--- config.mk ---
export PLATFORM = sky130hd
export DESIGN_NAME = fp16_result_packer
export DESIGN_NICKNAME = d
export VERILOG_FILES = /design/src/rtl/fp16_result_packer.sv
export SDC_FILE = /design/constraint.sdc
export NUM_CORES = 1
export LEC_CHECK = 0
export BUFFER_PORTS_ARGS = -buffer_cell sky130_fd_sc_hd__buf_2
export CAP_MARGIN = 20
export CORE_UTILIZATION = 55
export DETAILED_ROUTE_END_ITERATION = 8
export PLACE_DENSITY = 0.77
export SYNTH_ARGS = -nofsm -noshare
export SYNTH_HDL_FRONTEND = slang
export SYNTH_SLANG_ARGS = --single-unit
--- constraint.sdc ---
create_clock -name clk -period 4.9 [get_ports clk]
set_input_delay 0.735 -clock clk [delete_from_list [all_inputs] [get_ports clk]]
set_output_delay 0.735 -clock clk [all_outputs]
set_load 0.03 [all_outputs]
--- src/rtl/fp16_result_packer.sv ---
// Packs pairs of FP16 converter results into 32-bit words and streams them out
// through a first-word-fall-through FIFO with flush and sticky overflow.
module fp16_result_packer #(
   parameter int DEPTH = 8
) (
   input  logic                     clk,
   input  logic                     rst_n,
   input  logic                     res_valid,
   input  logic [15:0]              res_data,
   input  logic                     flush,
   input  logic                     clear_ovf,
   output logic                     m_valid,
   input  logic                     m_ready,
   output logic [31:0]              m_data,
   output logic                     m_half,
   output logic [$clog2(DEPTH):0]   level,
   output logic                     overflow
);

   localparam int AW = $clog2(DEPTH);

   localparam logic ST_EMPTY = 1'b0;
   localparam logic ST_HALF  = 1'b1;

   logic          state;
   logic          state_nxt;
   logic [15:0]   lo_reg;
   logic          push;
   logic [32:0]   push_word;

   logic [32:0]   mem [DEPTH];
   logic [AW:0]   wr_ptr;
   logic [AW:0]   rd_ptr;
   logic          fifo_empty;
   logic          fifo_full;
   logic          pop;
   logic          accept;
   logic          drop;

   // A same-cycle sample and flush from EMPTY emits the sample as a half word directly
   always_comb begin
      push      = 1'b0;
      push_word = '0;
      state_nxt = state;
      if (res_valid) begin
         if (state == ST_HALF) begin
            push      = 1'b1;
            push_word = {1'b0, res_data, lo_reg};
            state_nxt = ST_EMPTY;
         end else if (flush) begin
            push      = 1'b1;
            push_word = {1'b1, 16'h0000, res_data};
         end else begin
            state_nxt = ST_HALF;
         end
      end else if (flush && (state == ST_HALF)) begin
         push      = 1'b1;
         push_word = {1'b1, 16'h0000, lo_reg};
         state_nxt = ST_EMPTY;
      end
   end

   always_ff @(posedge clk or negedge rst_n) begin
      if (!rst_n) begin
         state  <= ST_EMPTY;
         lo_reg <= 16'h0000;
      end else begin
         state <= state_nxt;
         if (res_valid && (state == ST_EMPTY) && !flush)
            lo_reg <= res_data;
      end
   end

   assign fifo_empty = (wr_ptr == rd_ptr);
   assign fifo_full  = (wr_ptr[AW] != rd_ptr[AW]) && (wr_ptr[AW-1:0] == rd_ptr[AW-1:0]);
   assign pop        = m_valid && m_ready;
   assign accept     = push && (!fifo_full || pop);
   assign drop       = push && fifo_full && !pop;

   always_ff @(posedge clk) begin
      if (accept)
         mem[wr_ptr[AW-1:0]] <= push_word;
   end

   always_ff @(posedge clk or negedge rst_n) begin
      if (!rst_n) begin
         wr_ptr   <= '0;
         rd_ptr   <= '0;
         overflow <= 1'b0;
      end else begin
         if (accept)
            wr_ptr <= wr_ptr + 1'b1;
         if (pop)
            rd_ptr <= rd_ptr + 1'b1;
         if (drop)
            overflow <= 1'b1;
         else if (clear_ovf)
            overflow <= 1'b0;
      end
   end

   // Head entry falls through; outputs are forced to zero while the FIFO is empty
   assign level   = wr_ptr - rd_ptr;
   assign m_valid = !fifo_empty;
   assign m_data  = fifo_empty ? 32'h0000_0000 : mem[rd_ptr[AW-1:0]][31:0];
   assign m_half  = fifo_empty ? 1'b0 : mem[rd_ptr[AW-1:0]][32];

endmodule

==> results of run 1 <==
==> layer usage <==
| metal | wire length [um] | vias up |
|---|---|---|
| met4 | 448 | 0 |
| met1 | 9290 | 2995 |
| met5 | 0 | - |
| met2 | 11900 | 249 |
| met3 | 1670 | 34 |
| li1 | - | 2353 |
==> final cells by class <==
type / instances / area share, %
Sequential cell: 290 / 66.6
Timing Repair Buffer: 74 / 3.15
Clock inverter: 12 / 0.670
Inverter: 9 / 0.262
Clock buffer: 39 / 6.08
Tap cell: 270 / 2.62
Multi-Input combinational cell: 201 / 20.6
Antenna cell: 1 / 0.0194
==> cells in the mapped netlist (4+ instances only) <==
cell                       count
sky130_fd_sc_hd__dfrtp_1      26
sky130_fd_sc_hd__ha_1          5
sky130_fd_sc_hd__mux4_2       66
sky130_fd_sc_hd__and3_1       16
sky130_fd_sc_hd__nor3_1        4
sky130_fd_sc_hd__a22o_1       49
sky130_fd_sc_hd__inv_1         9
sky130_fd_sc_hd__mux2_2       17
sky130_fd_sc_hd__edfxtp_1    264
sky130_fd_sc_hd__buf_6        12
sky130_fd_sc_hd__buf_2        10
sky130_fd_sc_hd__nand2_1       7
sky130_fd_sc_hd__clkbuf_1     11
sky130_fd_sc_hd__xnor2_1       8
==> cells by family (layout without fill, tap and decap cells) <==
logic type                 count (synthesis)  in the layout  share of synthesized area, %
DFF                                      290            290                          75.0
muxes                                     83             83                          14.7
AOI/OAI and AO/OA                         57             57                          4.19
and+or+nand+nor                           43             43                          2.20
buffers and inverters                     43            134                          2.34
xor gates and xnor gates                  11             11                         0.842
adders and majority gates                  7              7                         0.809
other                                      0              1                             0
==> through the flow <==
stage	area [sq um]	setup slack [ps]	hold slack, ps	util, %	instances
2_1_floorplan	11400	386	439	-	534
3_3_place_gp	12000	1870	490	59.2	844
3_5_place_dp	12000	1770	496	59.2	844
4_1_cts	12900	1280	249	63.4	895
5_1_grt	12900	1170	286	63.4	896
6_report	12900	1290	240	63.4	896
==> final timing paths <==
| kind | start | to | slack, ps |
|---|---|---|---|
| min reg2reg | lo_reg[2] | lo_reg[2] | 510 |
| min in group clk | clear_ovf | overflow | 420 |
| max in group asynchronous | rst_n | rd_ptr[0] | 4160 |
| max | wr_ptr[0] | m_data[9] | 1290 |
| min | rst_n | lo_reg[15] | 240 |
| max reg2reg | wr_ptr[0] | mem[5][19] | 1960 |
==> power by group through the flow <==
stage | Combinational, mW | Clock [mW] | Sequential, mW
2_1_floorplan | 2.40 | 0 | 3.19
6_report | 3.06 | 2.02 | 3.19
4_1_cts | 3.11 | 2.04 | 3.19
5_1_grt | 3.26 | 2.14 | 3.21
3_5_place_dp | 3.09 | 0 | 3.23
3_3_place_gp | 3.04 | 0 | 3.21
==> worst max-delay path, stage by stage, from the launching register on <==
cell,delay (ps)
sky130_fd_sc_hd__dfrtp_1,500
sky130_fd_sc_hd__inv_1,140
sky130_fd_sc_hd__ha_1,330
sky130_fd_sc_hd__nand3_1,180
sky130_fd_sc_hd__or2_4,180
sky130_fd_sc_hd__and2_4,510
sky130_fd_sc_hd__a22o_1,280
sky130_fd_sc_hd__buf_2,220
==> reports/metrics.cfg, run 1 <==
[synth]
synth_enable_flop_cells = 264
postSynth.asyncResetShare_pct = 8.97
synth_top_cell_area_share_pct = 69.3
yosys.cell_types.count = 35
synth_area_sq_um = 11400
ys_warn_count = 0
synth.largest_area_cell = sky130_fd_sc_hd__edfxtp_1
syn-mean-instance-area_sq_um = 21.4
syn_inst = 534
ys_ff_latch = 290
seq_area_frac_synth_pct = 75.0
ys_top_cells_by_area = sky130_fd_sc_hd__edfxtp_1 69%, sky130_fd_sc_hd__mux4_2 13%, sky130_fd_sc_hd__dfrtp_1 5.7%
syn-num-nets = 562
ys_dominant_reg_cell = sky130_fd_sc_hd__edfxtp_1

[grt]
grt-busiest-layer = met2
grt.met3_usage_pct = 3.56
gr-usage-all-layers_pct = 22.4
gr-usage-met2_pct = 37.5
grt_pass1_vias = 5919
grt_antenna_before_repair = 1
global_route.overflow_total = 0
grt.met1_usage_pct = 30.8
grt_start_max_net_pins = 71
grt_pass1_wl_um = 35300

[drt]
route.detailed.vias_per_inst = 6.28
drt_iter0_markers = 529
post-route-drc-count = 0
vias = 5631
detail_route.wl_per_cell_um = 26.0
wirelength_um = 23300
detail-route-antenna-nets = 0
detailedRoute.firstPassIterationCount = 5

[clock_tree]
clock_sink_count = 290
post_cts.repair.setup_buffers = 0
clock_insertion_delay_worst_skew_ps = 530
cts_hold_repair.buffers = 0
cts_tree = yes
total_cts_buffers = 28
cts_max_level = 1
post_cts.resized_instances = 0
cts_max_path_buffers = 3
path_clk_slew_ps = 60
clockRootBuffer = sky130_fd_sc_hd__clkbuf_16

[finish]
area.sequential_sq_um = 8580
multi_input_area_sq_um = 2650
area_growth_syn_to_layout_pct = 12.6
final_net_count = 632
final_common_cell = sky130_fd_sc_hd__edfxtp_1
layout.cells.most_common_list = 264 x sky130_fd_sc_hd__edfxtp_1, 66 x sky130_fd_sc_hd__mux4_2, 60 x sky130_fd_sc_hd__buf_2
flip_flop_count_of_the_largest_register_after_layout = 264
layout-drive-gt1-share_pct = 33.4
final.fill_count = 1347

[floorplan]
placeable_core_region_sq_um = 20300
die_height_um = 146
initial_core_util_pct = 56.4
area_of_the_die_sq_um = 21400
die_span_x_um = 146
boundaryPins = 61
core.rowCount = 52

[timing]
timing.final.crit_period_ps = 3610
timing.final.setup_violations = 0
timing_hold_violations_final = 0
max_slew.worst_pin.slew_ps = 1020
post-route-period-util_pct = 73.7
worst_slew_margin_rel_pct = 32.1
maxSlewViolCount = 0
clock.fmax_mhz = 277
setup_total_negative_slack_ps = 0
finClkSkew_ps = 23.0
rsz_0062_raised_after_global_routing = false

[power]
combPwrFrac_pct = 37.0
power.net_switching_mw = 2.90
total_leakage_power_nw = 4.51
clock_power_share_pct = 24.4
power_share_of_the_sequential_group_pct = 38.5
power.ir.vdd_worst_mv = 0.808
internal-power_mw = 5.38
switching_share_pct = 35.0
finalPower_mw = 8.28
power.density_cell_area_nw_per_um2 = 643

[worst_setup_path]
path_class = reg -> out
cp_max_fo = 33
cp-start-kind = register
ff2ff_path_depth = 7
cp-end-kind = output pin
crit_arrival_ps = 2880
cp_data_required_time_ps = 4160

[run_status]
outcome = finished clean

[worst_hold_path]
class_of_the_tightest_hold_or_removal_check = in -> async

[place]
port_buffers = 60
globalplace.congestion = 0.798
detailedPlacementHpwl_um = 13000

[run]
drv_cap = 0

Note: power is estimated with default switching activity, not from simulation.
==> run 2, diff against run 1 <==
CORE_UTILIZATION = 61   (was 55)
PLACE_DENSITY = 0.81   (was 0.77)
clock period = 3.71 ns   (was 4.9 ns; I/O delays follow)
==> run 2 against run 1 <==
Net effect: via count rose by 1.3%; clock-buffer cell count fell by 5; register-to-register slack got worse by 960 ps; clock power rose by 52%; critical endpoint is now m_data[27].
==> reports/metrics.cfg, run 2 (synthesized netlist as in run 1, its figures left out) <==
[timing]
finClkSkew_ps = 14.8  ; -8.21 ps
timing.final.crit_period_ps = 3320
maxSlewViolCount = 0  ; unchanged
timing_hold_violations_final = 0  ; unchanged
clock.fmax_mhz = 301
worst_slew_margin_rel_pct = 30.3  ; -1.8 points
post-route-period-util_pct = 89.6
fin_worst_hold_slack_ps = 34.4  ; -205 ps
setup_slack_ps = 387  ; -902 ps
rsz_0062_raised_after_global_routing = false
max_slew.worst_pin.slew_ps = 1050  ; +27.5 ps
timing.final.setup_violations = 0  ; unchanged

[power]
power.ir.vdd_worst_mv = 1.50  ; +85%
total_leakage_power_nw = 4.59  ; +1.6%
power_share_of_the_sequential_group_pct = 37.2  ; -1.3 points
power.density_cell_area_nw_per_um2 = 873  ; +36%
clock_power_share_pct = 27.1  ; +2.7 points
switching_share_pct = 33.9  ; -1.0 points
combPwrFrac_pct = 35.7  ; -1.3 points
power.net_switching_mw = 3.85  ; +33%
internal-power_mw = 7.50  ; +39%

[floorplan]
placeable_core_region_sq_um = 18100  ; -11%
initial_core_util_pct = 63.1  ; +6.7 points
core.rowCount = 49  ; -5.8%
boundaryPins = 61  ; unchanged
die_span_x_um = 139  ; -5.0%
area_of_the_die_sq_um = 19300  ; -9.7%
die_height_um = 139  ; -5.0%

[worst_setup_path]
cp_max_fo = 33  ; unchanged
cp-start-kind = register
crit_arrival_ps = 2770  ; -110 ps
cp_data_required_time_ps = 3150  ; -1010 ps
cp-end-kind = output pin
path_class = reg -> out

[clock_tree]
clock_sink_count = 290  ; unchanged
clock_insertion_delay_worst_skew_ps = 530  ; about the same
post_cts.repair.setup_buffers = 0  ; unchanged
cts_max_path_buffers = 3  ; unchanged
cts_hold_repair.buffers = 0  ; unchanged
post_cts.resized_instances = 0  ; unchanged
cts_tree = yes
total_cts_buffers = 28  ; unchanged
cts_max_level = 1  ; unchanged
path_clk_slew_ps = 60  ; about the same
clockRootBuffer = sky130_fd_sc_hd__clkbuf_16

[finish]
final_net_count = 632  ; unchanged
final.fill_count = 1013  ; -25%
final_common_cell = sky130_fd_sc_hd__edfxtp_1
area_growth_syn_to_layout_pct = 13.6
layout.cells.most_common_list = 264 x sky130_fd_sc_hd__edfxtp_1, 66 x sky130_fd_sc_hd__mux4_2, 60 x sky130_fd_sc_hd__buf_2
flip_flop_count_of_the_largest_register_after_layout = 264  ; unchanged
layout-drive-gt1-share_pct = 33.7  ; +0.21 points

[run_status]
outcome = finished clean

[drt]
vias = 5703  ; +1.3%
detail_route.wl_per_cell_um = 28.0  ; +7.8%
detailedRoute.firstPassIterationCount = 7  ; +2
detail-route-antenna-nets = 0  ; unchanged
drt_iter0_markers = 649  ; +23%
route.detailed.vias_per_inst = 6.68  ; +6.3%
wirelength_um = 23900  ; +2.7%
post-route-drc-count = 0  ; unchanged

[grt]
global_route.overflow_total = 0  ; unchanged
grt_antenna_before_repair = 1  ; unchanged
grt_pass1_wl_um = 36100  ; +2.3%
grt_pass1_vias = 6113  ; +3.3%
grt_start_max_net_pins = 71  ; unchanged
gr-usage-all-layers_pct = 25.7  ; +3.4 points

[place]
port_buffers = 60  ; unchanged
detailedPlacementHpwl_um = 12600  ; -2.4%
detailedPlace.worstSlack_ps = 937  ; -837 ps
globalplace.congestion = 0.810  ; +1.5%

[worst_hold_path]
class_of_the_tightest_hold_or_removal_check = in -> async

[run]
drv_cap = 0  ; unchanged

run 2: worst max-delay path, cell delays in order, from the launching register on:
cell                      delay, ps
sky130_fd_sc_hd__dfrtp_1        530
sky130_fd_sc_hd__inv_1          140
sky130_fd_sc_hd__ha_1           330
sky130_fd_sc_hd__nand3_1        140
sky130_fd_sc_hd__or2_4          150
sky130_fd_sc_hd__and2_4         450
sky130_fd_sc_hd__a22o_1         270
sky130_fd_sc_hd__buf_2          210
run 2: final cells by class:
cell class	count	area, sq um	area share, %
inverters	9	33.8	0.260
repair buffers	74	443	3.41
diodes	1	2.50	0.0192
multi-input cells	201	2650	20.4
flip-flops and latches	290	8580	66.0
clock inverters	16	255	1.96
clock buffers	34	744	5.73
well taps	229	287	2.20
run 2: path summary, 6_finish.rpt:
path / from / to / slack [ps] / cells after the start
worst max-delay path: wr_ptr[0] / m_data[27] / 390 / 7
worst min-delay path: rst_n / rd_ptr[3] / 30 / 1
worst max register to register: wr_ptr[0] / mem[4][6] / 1000 / 7
worst min register to register: lo_reg[6] / lo_reg[6] / 510 / 1
max in group asynchronous: rst_n / rd_ptr[0] / 3200 / 1
min in group clk: clear_ovf / overflow / 230 / 2
run 2: stage by stage:
stage | area (sq um) | utilization, % | cells | total power [mW] | setup TNS (ps)
2_1_floorplan | 11500 | - | 534 | 7.39 | -78790
3_3_place_gp | 12000 | 66.1 | 803 | 8.25 | 0
3_5_place_dp | 12000 | 66.1 | 803 | 8.34 | 0
4_1_cts | 13000 | 71.6 | 853 | 11.4 | 0
5_1_grt | 13000 | 71.6 | 854 | 11.8 | 0
6_report | 13000 | 71.6 | 854 | 11.4 | 0
run 2: routing by layer:
| metal | track usage (%) | wire length [um] |
|---|---|---|
| met2 | 43.3 | 12200 |
| met4 | 11.2 | 827 |
| met3 | 3.73 | 1850 |
| met1 | 34.1 | 9030 |
| met5 | 0 | 0 |
run 2: power groups by stage:
stage | clock network, mW | registers, mW | logic (mW)
3_5_place_dp | 0 | 4.28 | 4.07
6_report | 3.07 | 4.22 | 4.05
4_1_cts | 3.11 | 4.22 | 4.11
2_1_floorplan | 0 | 4.22 | 3.18
3_3_place_gp | 0 | 4.24 | 4.00
5_1_grt | 3.22 | 4.25 | 4.29
==> run 3, diff against run 2 <==
CORE_UTILIZATION = 40   (was 61)
PLACE_DENSITY = 0.57   (was 0.81)
==> run 3 against run 2 <==
Net effect: highest routed layer unchanged; die area rose by 52%; non-clock buffer count did not move; final cell count rose by 18%; critical path depth did not move; cell area rose by 0.68%; sequential share of layout area fell by 0.45 points; total power fell by 2.7%; clock skew fell by 4.5 ps; core utilization fell by 25 points; global-route usage fell by 8.2 points; sequential power barely moved; worst setup slack got worse by 93 ps.
==> reports/metrics.cfg, run 3 (synthesized netlist as in run 1, its figures left out) <==
[power]
switching_share_pct = 35.2  ; +1.2 points
power.net_switching_mw = 3.88  ; +0.78%
total_leakage_power_nw = 4.54  ; -0.93%
internal-power_mw = 7.15  ; -4.6%
clock_power_share_pct = 24.7  ; -2.4 points
power.ir.vdd_worst_mv = 1.07  ; -29%
power_share_of_the_sequential_group_pct = 38.1  ; +0.9 points
power.density_cell_area_nw_per_um2 = 843  ; -3.4%
combPwrFrac_pct = 37.3  ; +1.6 points

[run]
drv_cap = 0  ; unchanged

[place]
detailedPlacementHpwl_um = 13800  ; +8.9%
globalplace.congestion = 0.742  ; -8.4%
detailedPlace.worstSlack_ps = 859  ; -78.0 ps
placed_cell_area_sq_um = 12200  ; +1.7%
port_buffers = 60  ; unchanged

[clock_tree]
total_cts_buffers = 29  ; +3.6%
path_clk_slew_ps = 60  ; about the same
clock_sink_count = 290  ; unchanged
cts_hold_repair.buffers = 0  ; unchanged
clock_insertion_delay_worst_skew_ps = 550  ; +20 ps
clockRootBuffer = sky130_fd_sc_hd__clkbuf_16
cts_tree = yes
post_cts.repair.setup_buffers = 0  ; unchanged
post_cts.resized_instances = 0  ; unchanged
cts_max_level = 1  ; unchanged
cts_max_path_buffers = 3  ; unchanged

[finish]
layout-drive-gt1-share_pct = 33.6  ; -0.055 points
final_common_cell = sky130_fd_sc_hd__edfxtp_1
area_growth_syn_to_layout_pct = 14.4
final_net_count = 633  ; +0.16%
flip_flop_count_of_the_largest_register_after_layout = 264  ; unchanged
layout.cells.most_common_list = 264 x sky130_fd_sc_hd__edfxtp_1, 66 x sky130_fd_sc_hd__mux4_2, 60 x sky130_fd_sc_hd__buf_2
fin_area_sq_um = 13100  ; +0.68%

[drt]
detail_route.wl_per_cell_um = 24.4  ; -13%
vias = 5445  ; -4.5%
route.detailed.vias_per_inst = 5.41  ; -19%
detailedRoute.firstPassIterationCount = 5  ; -2
drt_iter0_markers = 375  ; -42%
post-route-drc-count = 0  ; unchanged
wirelength_um = 24600  ; +2.8%
detail-route-antenna-nets = 0  ; unchanged

[grt]
grt_pass1_wl_um = 36900  ; +2.2%
grt_antenna_before_repair = 1  ; unchanged
gr-usage-all-layers_pct = 17.6  ; -8.2 points
grt_pass1_vias = 5898  ; -3.5%
grt_start_max_net_pins = 71  ; unchanged
global_route.overflow_total = 0  ; unchanged

[worst_setup_path]
timing.critical_path.cells = inv_1, ha_1, nand3_1, or2_4, and2_4, a22o_1, buf_2
cp_data_required_time_ps = 3150  ; about the same
cp_max_fo = 33  ; unchanged
worst_path_max_delay_cell = sky130_fd_sc_hd__dfrtp_1
slowest_delay_ps = 550  ; +20 ps
path_class = reg -> out
ff2ff_path_depth = 7  ; unchanged
crit_arrival_ps = 2860  ; +90 ps
cp-end-kind = output pin
cp-start-kind = register

[floorplan]
die_span_x_um = 171  ; +23%
area_of_the_die_sq_um = 29300  ; +52%
placeable_core_region_sq_um = 27900  ; +54%
die_height_um = 171  ; +23%
initial_core_util_pct = 41.0  ; -22 points
core.rowCount = 61  ; +24%
boundaryPins = 61  ; unchanged

[timing]
setup_total_negative_slack_ps = 0  ; unchanged
maxSlewViolCount = 0  ; unchanged
timing.final.crit_period_ps = 3420  ; +92.7 ps
rsz_0062_raised_after_global_routing = false
max_slew.worst_pin.slew_ps = 1090  ; +40.4 ps
timing_hold_violations_final = 0  ; unchanged
worst_slew_margin_rel_pct = 27.6  ; -2.7 points
post-route-period-util_pct = 92.1  ; +2.5 points
setup_slack_ps = 294  ; -92.7 ps
clock.fmax_mhz = 293  ; -2.7%
timing.final.setup_violations = 0  ; unchanged
fin_worst_hold_slack_ps = 53.1  ; +18.7 ps
finClkSkew_ps = 10.3  ; -4.47 ps

[run_status]
outcome = finished clean

[worst_hold_path]
class_of_the_tightest_hold_or_removal_check = in -> async

[run 3: cell count changes in the layout (fill, tap and decap cells not counted)]
cell,delta
sky130_fd_sc_hd__clkinv_2,+4
sky130_fd_sc_hd__clkbuf_8,+3
sky130_fd_sc_hd__inv_6,+1
sky130_fd_sc_hd__clkbuf_1,+3
sky130_fd_sc_hd__buf_12,+1
sky130_fd_sc_hd__bufinv_16,-6
sky130_fd_sc_hd__buf_4,-1
sky130_fd_sc_hd__inv_8,-1
[run 3: worst paths after layout]
path / start / endpoint / slack [ps]
hold reg to reg: lo_reg[6] / lo_reg[6] / 510
max in group asynchronous: rst_n / rd_ptr[0] / 3140
hold / removal: rst_n / wr_ptr[3] / 50
min in group clk: clear_ovf / overflow / 200
setup reg to reg: wr_ptr[0] / mem[5][7] / 980
setup / recovery: wr_ptr[0] / m_data[31] / 290
[run 3: per-stage QoR]
step / std cells / util, % / power, mW
after floorplan: 534 / - / 7.39
after global placement: 952 / 43.7 / 8.39
after detailed placement: 952 / 43.7 / 8.47
after CTS: 1006 / 46.9 / 11.2
after global routing: 1007 / 46.9 / 11.6
final: 1007 / 46.9 / 11.0
[run 3: layout make-up]
class,instances,area (sq um)
fillers,2378,14800
flip-flops and latches,290,8580
multi-input cells,201,2650
clock buffers,40,797
well taps,378,473
repair buffers,74,455
clock inverters,14,92.6
inverters,9,33.8
diodes,1,2.50
[run 3: power by group through the flow]
stage                     Sequential [mW]  Clock, mW  Combinational (mW)
after floorplan                      4.22          0                3.18
final                                4.20       2.72                4.11
after global placement               4.24          0                4.15
after CTS                            4.21       2.80                4.21
after global routing                 4.24       2.90                4.42
after detailed placement             4.27          0                4.20
[run 3: layer usage]
| layer | track usage (%) | wire, um |
|---|---|---|
| met4 | 4.74 | 520 |
| met2 | 29.9 | 12300 |
| met1 | 23.8 | 10600 |
| met3 | 2.41 | 1110 |
| met5 | 0 | 0 |
[run 3: worst max-delay path: cells and delay by family, from the launching register on]
kind | cells | cell delay (ps)
AND/OR/NAND/NOR | 3 | 780
flip-flops | 1 | 550
buffers and inverters | 2 | 360
adder cells (fa/ha/maj) | 1 | 340
AO/OA/AOI/OAI | 1 | 280
